**src/rtl/rv32i_pkg.sv**
```systemverilog
// Shared RV32I decode constants and the decode-to-execute payload.
// ID_ILLEGAL_DETECT_EN adds an illegal-instruction flag to the payload.
package rv32i_pkg;

  localparam int unsigned OPC_W = 5;
  localparam int unsigned F3_W  = 3;
  localparam int unsigned REG_W = 5;
  localparam int unsigned DATA_W = 32;

  localparam logic [OPC_W-1:0] OP_LOAD   = 5'b00000;
  localparam logic [OPC_W-1:0] OP_IMM    = 5'b00100;
  localparam logic [OPC_W-1:0] OP_AUIPC  = 5'b00101;
  localparam logic [OPC_W-1:0] OP_STORE  = 5'b01000;
  localparam logic [OPC_W-1:0] OP_R      = 5'b01100;
  localparam logic [OPC_W-1:0] OP_LUI    = 5'b01101;
  localparam logic [OPC_W-1:0] OP_BRANCH = 5'b11000;
  localparam logic [OPC_W-1:0] OP_JALR   = 5'b11001;
  localparam logic [OPC_W-1:0] OP_JAL    = 5'b11011;

  localparam logic [F3_W-1:0] F3_ADD_SUB = 3'b000;
  localparam logic [F3_W-1:0] F3_SLL     = 3'b001;
  localparam logic [F3_W-1:0] F3_SLT     = 3'b010;
  localparam logic [F3_W-1:0] F3_SLTU    = 3'b011;
  localparam logic [F3_W-1:0] F3_XOR     = 3'b100;
  localparam logic [F3_W-1:0] F3_SRL_SRA = 3'b101;
  localparam logic [F3_W-1:0] F3_OR      = 3'b110;
  localparam logic [F3_W-1:0] F3_AND     = 3'b111;

  typedef struct packed {
    logic [OPC_W-1:0]  opcode;
    logic [F3_W-1:0]   func3;
    logic              func7;
    logic [DATA_W-1:0] operand1;
    logic [DATA_W-1:0] operand2;
    logic [DATA_W-1:0] store_data;
    logic [DATA_W-1:0] imm;
    logic [REG_W-1:0]  rd;
    logic [DATA_W-1:0] pc;
`ifdef ID_ILLEGAL_DETECT_EN
    logic              illegal;
`endif
  } ex_fields_t;

  // Source-field usage per format; only used fields may raise a load-use hazard.
  function automatic logic reads_rs1(input logic [OPC_W-1:0] op);
    return op inside {OP_R, OP_IMM, OP_LOAD, OP_STORE, OP_BRANCH, OP_JALR};
  endfunction

  function automatic logic reads_rs2(input logic [OPC_W-1:0] op);
    return op inside {OP_R, OP_STORE, OP_BRANCH};
  endfunction

  function automatic logic is_known_op(input logic [OPC_W-1:0] op);
    return op inside {OP_R, OP_IMM, OP_LOAD, OP_STORE, OP_BRANCH,
                      OP_LUI, OP_AUIPC, OP_JAL, OP_JALR};
  endfunction

endpackage

```
**src/rtl/rv32i_imm_gen.sv**
```systemverilog
// Sign-extended RV32I immediate, format chosen from the instruction opcode.
module rv32i_imm_gen
  import rv32i_pkg::*;
(
  input  logic [DATA_W-1:0] inst,
  output logic [DATA_W-1:0] imm
);

  logic [OPC_W-1:0] opcode;
  logic             unused_len_bits;

  assign opcode          = inst[6:2];
  assign unused_len_bits = ^inst[1:0];

  always_comb begin
    imm = '0;
    case (opcode)
      OP_IMM, OP_LOAD, OP_JALR: imm = {{20{inst[31]}}, inst[31:20]};
      OP_STORE:                 imm = {{20{inst[31]}}, inst[31:25], inst[11:7]};
      OP_BRANCH:                imm = {{20{inst[31]}}, inst[7], inst[30:25], inst[11:8], 1'b0};
      OP_LUI, OP_AUIPC:         imm = {inst[31:12], 12'b0};
      OP_JAL:                   imm = {{12{inst[31]}}, inst[19:12], inst[20], inst[30:21], 1'b0};
      default:                  imm = '0;
    endcase
  end

endmodule

```
**src/rtl/id_issue_stage.sv**
```systemverilog
// RV32I decode/issue stage: operand read with writeback bypass, load-use bubbles,
// execute backpressure and flush. ID_ILLEGAL_DETECT_EN adds the ex_illegal output.
module id_issue_stage
  import rv32i_pkg::*;
#(
  parameter int unsigned XLEN = 32,
  parameter int unsigned RA_W = 5
) (
  input  logic            clk,
  input  logic            rst,
  input  logic            if_valid,
  output logic            if_ready,
  input  logic [31:0]     if_inst,
  input  logic [XLEN-1:0] if_pc,
  output logic [RA_W-1:0] rs1_addr,
  output logic [RA_W-1:0] rs2_addr,
  input  logic [XLEN-1:0] rs1_data,
  input  logic [XLEN-1:0] rs2_data,
  input  logic            wb_en,
  input  logic [RA_W-1:0] wb_rd,
  input  logic [XLEN-1:0] wb_data,
  input  logic            flush,
  input  logic            ex_ready,
  output logic            ex_valid,
  output logic [4:0]      ex_opcode,
  output logic [2:0]      ex_func3,
  output logic            ex_func7,
  output logic [XLEN-1:0] ex_operand1,
  output logic [XLEN-1:0] ex_operand2,
  output logic [XLEN-1:0] ex_store_data,
  output logic [XLEN-1:0] ex_imm,
  output logic [RA_W-1:0] ex_rd,
`ifdef ID_ILLEGAL_DETECT_EN
  output logic            ex_illegal,
`endif
  output logic [XLEN-1:0] ex_pc
);

  logic [OPC_W-1:0] opcode_c;
  logic [RA_W-1:0]  rd_field_c;
  logic [XLEN-1:0]  imm_c;
  logic [XLEN-1:0]  rs1_val_c;
  logic [XLEN-1:0]  rs2_val_c;
  logic             advance_c;
  logic             hazard_c;
  ex_fields_t       dec_c;
  ex_fields_t       ex_d, ex_q;
  logic             ex_valid_d, ex_valid_q;

  assign opcode_c   = if_inst[6:2];
  assign rd_field_c = if_inst[11:7];
  assign rs1_addr   = if_inst[19:15];
  assign rs2_addr   = if_inst[24:20];

  rv32i_imm_gen u_imm_gen (
    .inst (if_inst),
    .imm  (imm_c)
  );

  // Source operands: x0 is hard zero, then a same-cycle writeback wins over the regfile.
  always_comb begin
    rs1_val_c = rs1_data;
    if (rs1_addr == '0)                      rs1_val_c = '0;
    else if (wb_en && (wb_rd == rs1_addr))   rs1_val_c = wb_data;
    rs2_val_c = rs2_data;
    if (rs2_addr == '0)                      rs2_val_c = '0;
    else if (wb_en && (wb_rd == rs2_addr))   rs2_val_c = wb_data;
  end

  assign advance_c = !ex_valid_q || ex_ready;
  assign hazard_c  = ex_valid_q && (ex_q.opcode == OP_LOAD) && (ex_q.rd != '0) &&
                     ((reads_rs1(opcode_c) && (ex_q.rd == rs1_addr)) ||
                      (reads_rs2(opcode_c) && (ex_q.rd == rs2_addr)));
  assign if_ready  = advance_c && !hazard_c && !flush;

  // Decode the incoming instruction into execute fields.
  always_comb begin
    dec_c        = '0;
    dec_c.opcode = opcode_c;
    dec_c.func3  = if_inst[14:12];
    dec_c.func7  = if_inst[30];
    dec_c.pc     = if_pc;
    dec_c.imm    = imm_c;
    case (opcode_c)
      OP_R: begin
        dec_c.operand1 = rs1_val_c;
        dec_c.operand2 = rs2_val_c;
        dec_c.rd       = rd_field_c;
      end
      OP_IMM, OP_LOAD: begin
        dec_c.operand1 = rs1_val_c;
        dec_c.operand2 = imm_c;
        dec_c.rd       = rd_field_c;
      end
      OP_STORE: begin
        dec_c.operand1   = rs1_val_c;
        dec_c.operand2   = imm_c;
        dec_c.store_data = rs2_val_c;
      end
      OP_BRANCH: begin
        dec_c.operand1 = rs1_val_c;
        dec_c.operand2 = rs2_val_c;
      end
      OP_LUI: begin
        dec_c.operand2 = imm_c;
        dec_c.rd       = rd_field_c;
      end
      OP_AUIPC: begin
        dec_c.operand1 = if_pc;
        dec_c.operand2 = imm_c;
        dec_c.rd       = rd_field_c;
      end
      OP_JAL: begin
        dec_c.operand1 = if_pc;
        dec_c.rd       = rd_field_c;
      end
      OP_JALR: begin
        dec_c.operand1 = if_pc;
        dec_c.operand2 = rs1_val_c;
        dec_c.rd       = rd_field_c;
      end
      default: ;
    endcase
`ifdef ID_ILLEGAL_DETECT_EN
    dec_c.illegal = !is_known_op(opcode_c) || (if_inst[1:0] != 2'b11);
    if (dec_c.illegal) begin
      dec_c.operand1   = '0;
      dec_c.operand2   = '0;
      dec_c.store_data = '0;
      dec_c.rd         = '0;
    end
`endif
  end

  // Flush beats everything; otherwise advance loads an instruction or a bubble.
  always_comb begin
    ex_valid_d = ex_valid_q;
    ex_d       = ex_q;
    if (flush) begin
      ex_valid_d = 1'b0;
    end else if (advance_c) begin
      if (if_valid && !hazard_c) begin
        ex_valid_d = 1'b1;
        ex_d       = dec_c;
      end else begin
        ex_valid_d = 1'b0;
      end
    end
  end

  always_ff @(posedge clk) begin
    if (rst) begin
      ex_valid_q <= 1'b0;
      ex_q       <= '0;
    end else begin
      ex_valid_q <= ex_valid_d;
      ex_q       <= ex_d;
    end
  end

  assign ex_valid      = ex_valid_q;
  assign ex_opcode     = ex_q.opcode;
  assign ex_func3      = ex_q.func3;
  assign ex_func7      = ex_q.func7;
  assign ex_operand1   = ex_q.operand1;
  assign ex_operand2   = ex_q.operand2;
  assign ex_store_data = ex_q.store_data;
  assign ex_imm        = ex_q.imm;
  assign ex_rd         = ex_q.rd;
  assign ex_pc         = ex_q.pc;
`ifdef ID_ILLEGAL_DETECT_EN
  assign ex_illegal    = ex_q.illegal;
`endif

endmodule
```
**config.mk**
```make
export PLATFORM = sky130hd
export DESIGN_NAME = id_issue_stage
export DESIGN_NICKNAME = d
export VERILOG_FILES = /design/src/rtl/rv32i_pkg.sv /design/src/rtl/rv32i_imm_gen.sv /design/src/rtl/id_issue_stage.sv
export SDC_FILE = /design/constraint.sdc
export NUM_CORES = 1
export LEC_CHECK = 0
export BUFFER_PORTS_ARGS = -buffer_cell sky130_fd_sc_hd__buf_2
export CAP_MARGIN = 15
export CORE_MARGIN = 5
export CORE_UTILIZATION = 45
export CTS_CLUSTER_DIAMETER = 100
export DETAILED_ROUTE_END_ITERATION = 6
export GPL_TIMING_DRIVEN = 0
export HOLD_SLACK_MARGIN = 0.15
export PLACE_DENSITY = 0.74
export SYNTH_ARGS = -nofsm -noshare
export SYNTH_HDL_FRONTEND = slang
export SYNTH_SLANG_ARGS = --single-unit
```
**constraint.sdc**
```tcl
create_clock -name clk -period 3 [get_ports clk]
set_input_delay 0.75 -clock clk [delete_from_list [all_inputs] [get_ports clk]]
set_output_delay 0.75 -clock clk [all_outputs]
set_load 0.05 [all_outputs]
```
Word-level counts from Yosys, hierarchy flattened
Index checks and enable logic that the tools add are counted.

word-level totals
  register bits = 175
  input bits = 171
  output and inout bits = 186
  word-level logic and storage cells = 64

cells by class
  eq/ne operators = 12
  mux-type cells = 10
  bitwise operators = 1
  reduce and logical (&&, ||, !) cells = 31

operators by type and width
  operator            number
  $mux 32             5
  $pmux 32 s5         1
  $pmux 32 s3         1
  $pmux 32 s2         1
  $eq 5x5->1          4
  $logic_not 5->1     4
  $eq 5x4->1 const B  3
  $eq 5x5->1 const B  3
  $eq 5x3->1 const B  2
  $logic_and 1x1->1   10
  $reduce_or 5->1     2
  $reduce_or 7->1     1
  $reduce_bool 6->1   1
  $reduce_or 2->1     3
  $reduce_or 3->1     2
  $mux 5              1
  $reduce_bool 5->1   1
  $logic_not 1->1     3
  $reduce_and 3->1    1
  $reduce_bool 3->1   1
  $logic_or 1x1->1    2
  $mux 1              1
  $not 1->1           1

Longest topological paths before layout
  word-level depth = 8
  mapped depth = 10

By module
From an unflattened synthesis, not the netlist that was laid out.

second synthesis, totals
  cell total of the unflattened synthesis = 1047
  area, all modules = 9436.6 um^2

modules (own cells, without submodules)
  module          instances  cells each  area an instance (um^2)  sequential area each (um^2)
  id_issue_stage  1          977         8992.4                   3503.4
  rv32i_imm_gen   1          70          444.2                    0.0

Least setup slack after synthesis
Ideal clock, no wire load.

  path kind = input port to output port
  from = input if_inst[6]
  to = output if_ready
  data arrival time = 2.813 ns
  required time = 2.250 ns
  path slack = -0.563 ns
  stages on the path = 8
  path through = buf_2 nand2_1 nor2_1 o2111ai_1 a21oi_2 buf_2 buf_4 nor3_1

on the way
  word-level cells in the longest chain between the ends = 8
  elaborated cells on any way between the ends = 15
  those cells by class = 5 x eq/ne; 10 x reduce/logical

ends and longest elaborated chain
  element                                                        RTL line                                    RTL
  from (decl)                                                    id_issue_stage.sv:13                        input logic [31:0] if_inst,
  $eq 5x4->1, or another cell as far along                       rv32i_pkg.sv:46, rv32i_pkg.sv:50
  $reduce_bool 6->1 / $reduce_bool 3->1 (equally long branches)  rv32i_pkg.sv:46, rv32i_pkg.sv:50
  $logic_and 1x1->1 (on tied branches)                           id_issue_stage.sv:72, id_issue_stage.sv:73
  $logic_or 1x1->1 (*)                                           id_issue_stage.sv:72                        ((reads_rs1(opcode_c) && (ex_q.rd == rs1_addr)) ||
  $logic_and 1x1->1 (*)                                          id_issue_stage.sv:71                        assign hazard_c = ex_valid_q && (ex_q.opcode == OP_LOAD) && (ex_q.rd != '0) &&
  $logic_not 1->1 (*)                                            id_issue_stage.sv:74                        assign if_ready = advance_c && !hazard_c && !flush;
  $logic_and 1x1->1 (*) (2 in series)                            id_issue_stage.sv:74
  to (decl)                                                      id_issue_stage.sv:12                        output logic if_ready,

Mark *: on every way between the ends. The rest lies on a longest branch, timed or not.

Worst setup path after layout
  from = input if_inst[3]
  to = output if_ready

The elaborated chain is that of the path after synthesis.

==> results.md <==
* Status: completed
* Worst min-delay path class: register to register
* Worst path buffer plus inverter count at 3
* Final setup viols at 0
* CTS tree: done
* Die Height at around 150 um
* Part of the power in registers at 0.418
* Port Buffers at 351
* Layout Nets at roughly 1.5k
* Dominant cell type by area after synthesis: dfxtp_1
* Sink Count at 175
* Synth cell types at 54
* Sw Share at 0.327
* WS Path Type: input pin to output pin
* Hold-fix buffers, CTS at 0
* DP HPWL at about 32000 um
* Post-synth EDFFs at 0
* Int Power at about 3.9 mW
* Largest net degree at the start of global routing at 20
* Unrepaired setup endpoints after global routing: false
* FP Rows at 50
* Final Hold Viols at 0
* Syn_area_per_cell at roughly 8.6 um^2
* Root Buffer: clkbuf_16
* Worst-Margin Slew at 749 ps
* Final min period at roughly 3000 ps
* Core Footprint at 0.0188 mm^2
* Boundary Pins at about 360
* Via count at 9977
* CP startpoint kind: input pin
* Critical path's top delay family: simple AND/OR/NAND/NOR gates
* Vias per cell at between 6 and 7
* Clk buf depth at 2
* Later-pin clock latency in the skew report at ~440 ps
* CP Capture Type: output pin
* Post-synth top flop: dfxtp_1
* Reg clk slew, reported paths at ~70 ps
* Clock power share at 0.404
* Top area cells in the synthesized netlist: dfxtp_1 41%, mux2i_1 6.6%, a22o_1 6.0%
* Synthesized flop and latch total at 175
* Initial antenna violation count at 7
* Register area share after synthesis at 0.408
* CP max stage delay at between 400 and 500 ps
* Total iterations of the first detailed-routing run at 7
* Vias in the first global route at ~9.6k
* Combinational power share at 0.178
* Die width at roughly 150 um
* Syn Nets at about 1.2k
* Routed Antenna Nets at 0
* Synth top area share at 0.408
* Initial DRC count at 910
* Normalized max-slew margin at 0.501
* CP max FO at 7
* Yosys warning count at 0
* Crit path arrival time at about 2200 ps
* Worst path required time at 2250 ps
* Most used cell, CP: buf_6
* DRT Wirelength at 40500 um
* Layout area overhead at 32.2%
* Share of cells above drive strength 1 at 0.324
* Final Max Tran Viols at 0
* Drc violations at 0
* PwrDens at ~510 mW/mm^2
* Switching power at between 1.5 and 2 mW
* P_leak at between 4 and 5 nW
* CTS H-tree lvls at 4
* Number of buffers created by CTS at 17
* Fmax at 0.337 GHz
* Global-route wire length before repair at approximately 59000 um
* Post-Route Setup TNS at 0 ps
* Post-synth ARST share at 0
* Synthesized instance count at between 1k and 1.5k
* Final period utilization at 0.990
* GR Overflow Total at 0
* Starting Density at 0.458
* Fin Hold WS at 466 ps
* Placer Congestion at approximately 1
* GRT Total Usage at 0.353
* Die footprint at 0.0220 mm^2
* Worst path cell trace: buf_6, or3b_4, a21oi_2, nand4_1, a21oi_4, buf_12, nor3_4, buf_6
* Average wire per standard cell at 24.8 um
* Max Cap Viol at 0
* Post-Syn Area at 0.00859 mm^2
* Clock skew at about 11 ps
* Worst IR Drop VDD at approximately 0.00038 V
* Crit-path slowest cell: or3b_4
registers in the layout (all words and copies together), names as in the netlist:
name and count:
ex_pc 32, ex_store_data 32, ex_rd 5, ex_valid 1, ex_func3 3, ex_operand1 32
ex_imm 32, ex_operand2 32, ex_opcode 5, ex_func7 1
worst reg2reg max path, delay by kind of cell, from the launching register on:
family | cells | cell delay (ps)
and+or+nand+nor | 4 | 950
buffers and inverters | 2 | 1040
AOI/OAI and AO/OA | 1 | 300
DFF | 1 | 330
logic make-up (layout without fill, tap and decap cells):
group,after synthesis,in the layout,share of synthesized area
buffers and inverters,118,503,0.0642
and+or+nand+nor,283,283,0.161
AOI/OAI and AO/OA,344,344,0.270
DFF,175,175,0.408
muxes,64,64,0.0756
other,0,7,0
xor gates and xnor gates,21,21,0.0214
routing by layer:
| metal | routed length (um) | vias to the layer above | global-route usage |
|---|---|---|---|
| met1 | 15800 | 4699 | 0.443 |
| met5 | 13 | - | 0 |
| met4 | 2010 | 2 | 0.163 |
| met2 | 18600 | 656 | 0.571 |
| met3 | 4080 | 116 | 0.0899 |
| li1 | - | 4504 | - |
worst paths after layout:
path / from / cells past startpoint / slack (ps) / end
min reg2reg: ex_imm[9] / 2 / 470 / ex_imm[9]
max reg2reg: ex_valid / 7 / 280 / ex_operand2[8]
max: if_inst[3] / 8 / 30 / if_ready
min: ex_imm[9] / 2 / 470 / ex_imm[9]
repair_timing:
item / CTS / global route
buffers inserted: 3 / 0
setup endpoints to repair: 1 / 1
hold endpoints to repair: 0 / 0
pin swaps: 2 / 2
gates resized for setup: 10 / 7
per-stage QoR:
step / cells / util / setup WS, ps / total power, mW / area (um^2)
after floorplan: 1005 / - / 60.7 / 3.08 / 8610
after global placement: 1590 / 0.568 / -716 / 3.48 / 10700
after detailed placement: 1590 / 0.568 / -763 / 3.49 / 10700
after CTS: 1624 / 0.604 / 6.81 / 5.77 / 11300
after global routing: 1629 / 0.605 / 11.9 / 5.95 / 11400
final: 1631 / 0.605 / 28.7 / 5.79 / 11400
placed cells by master (no fill, tap or decap), types with 8 or more instances in the layout:
cell,Yosys,layout
a22o_1,59,59
a21oi_1,90,89
buf_4,21,24
buf_2,18,365
clkbuf_1,66,65
mux2i_1,57,57
xor2_1,14,14
dfxtp_1,175,175
nor2_1,15,15
o21ai_0,87,87
clkbuf_16,0,17
nand3_1,44,44
buf_1,9,9
a211oi_1,9,9
nand2_1,118,118
nand2b_1,13,13
o22ai_1,9,9
nor3_1,22,21
a31o_1,26,26
inv_8,0,8
nand4_1,13,13
nor4_1,30,29
a311oi_1,11,11
nor2b_1,8,8
o221a_2,8,8
o221ai_1,23,23
power groups by stage:
stage / Clock [mW] / Combinational, mW / Sequential (mW)
floorplan: 0 / 0.393 / 2.69
global placement: 0 / 1.01 / 2.47
detailed placement: 0 / 1.01 / 2.48
CTS: 2.33 / 1.02 / 2.42
global route: 2.44 / 1.09 / 2.43
finish: 2.34 / 1.03 / 2.42
layout make-up:
| class | count | area (um^2) |
|---|---|---|
| fill | 1759 | 7410 |
| antenna | 7 | 17.5 |
| multi-input combinational | 712 | 4580 |
| sequential | 175 | 3500 |
| tap | 234 | 293 |
| clock buffer | 17 | 425 |
| clock inverter | 15 | 188 |
| timing repair buffer | 354 | 1790 |
| inverter | 3 | 11.3 |
| buffer | 114 | 549 |
cells in the mapped netlist (3+ instances only):
cell type    n
mux2i_1     57
nand3_1     44
inv_1        3
o21ai_1      4
buf_4       21
xnor2_1      7
a31o_1      26
and3_1       3
nor4_1      30
o221a_2      8
a311oi_1    11
mux2_2       7
o221ai_1    23
nand4_1     13
a22o_1      59
nor2_1      15
clkbuf_1    66
or4_1        4
o22ai_1      9
nand4b_1     3
nand2_1    118
buf_2       18
a21oi_1     90
dfxtp_1    175
nand2b_1    13
xor2_1      14
o21ai_0     87
nor2b_1      8
nor3_1      22
a211oi_1     9
buf_1        9
Power figures use the tool's default switching activity.
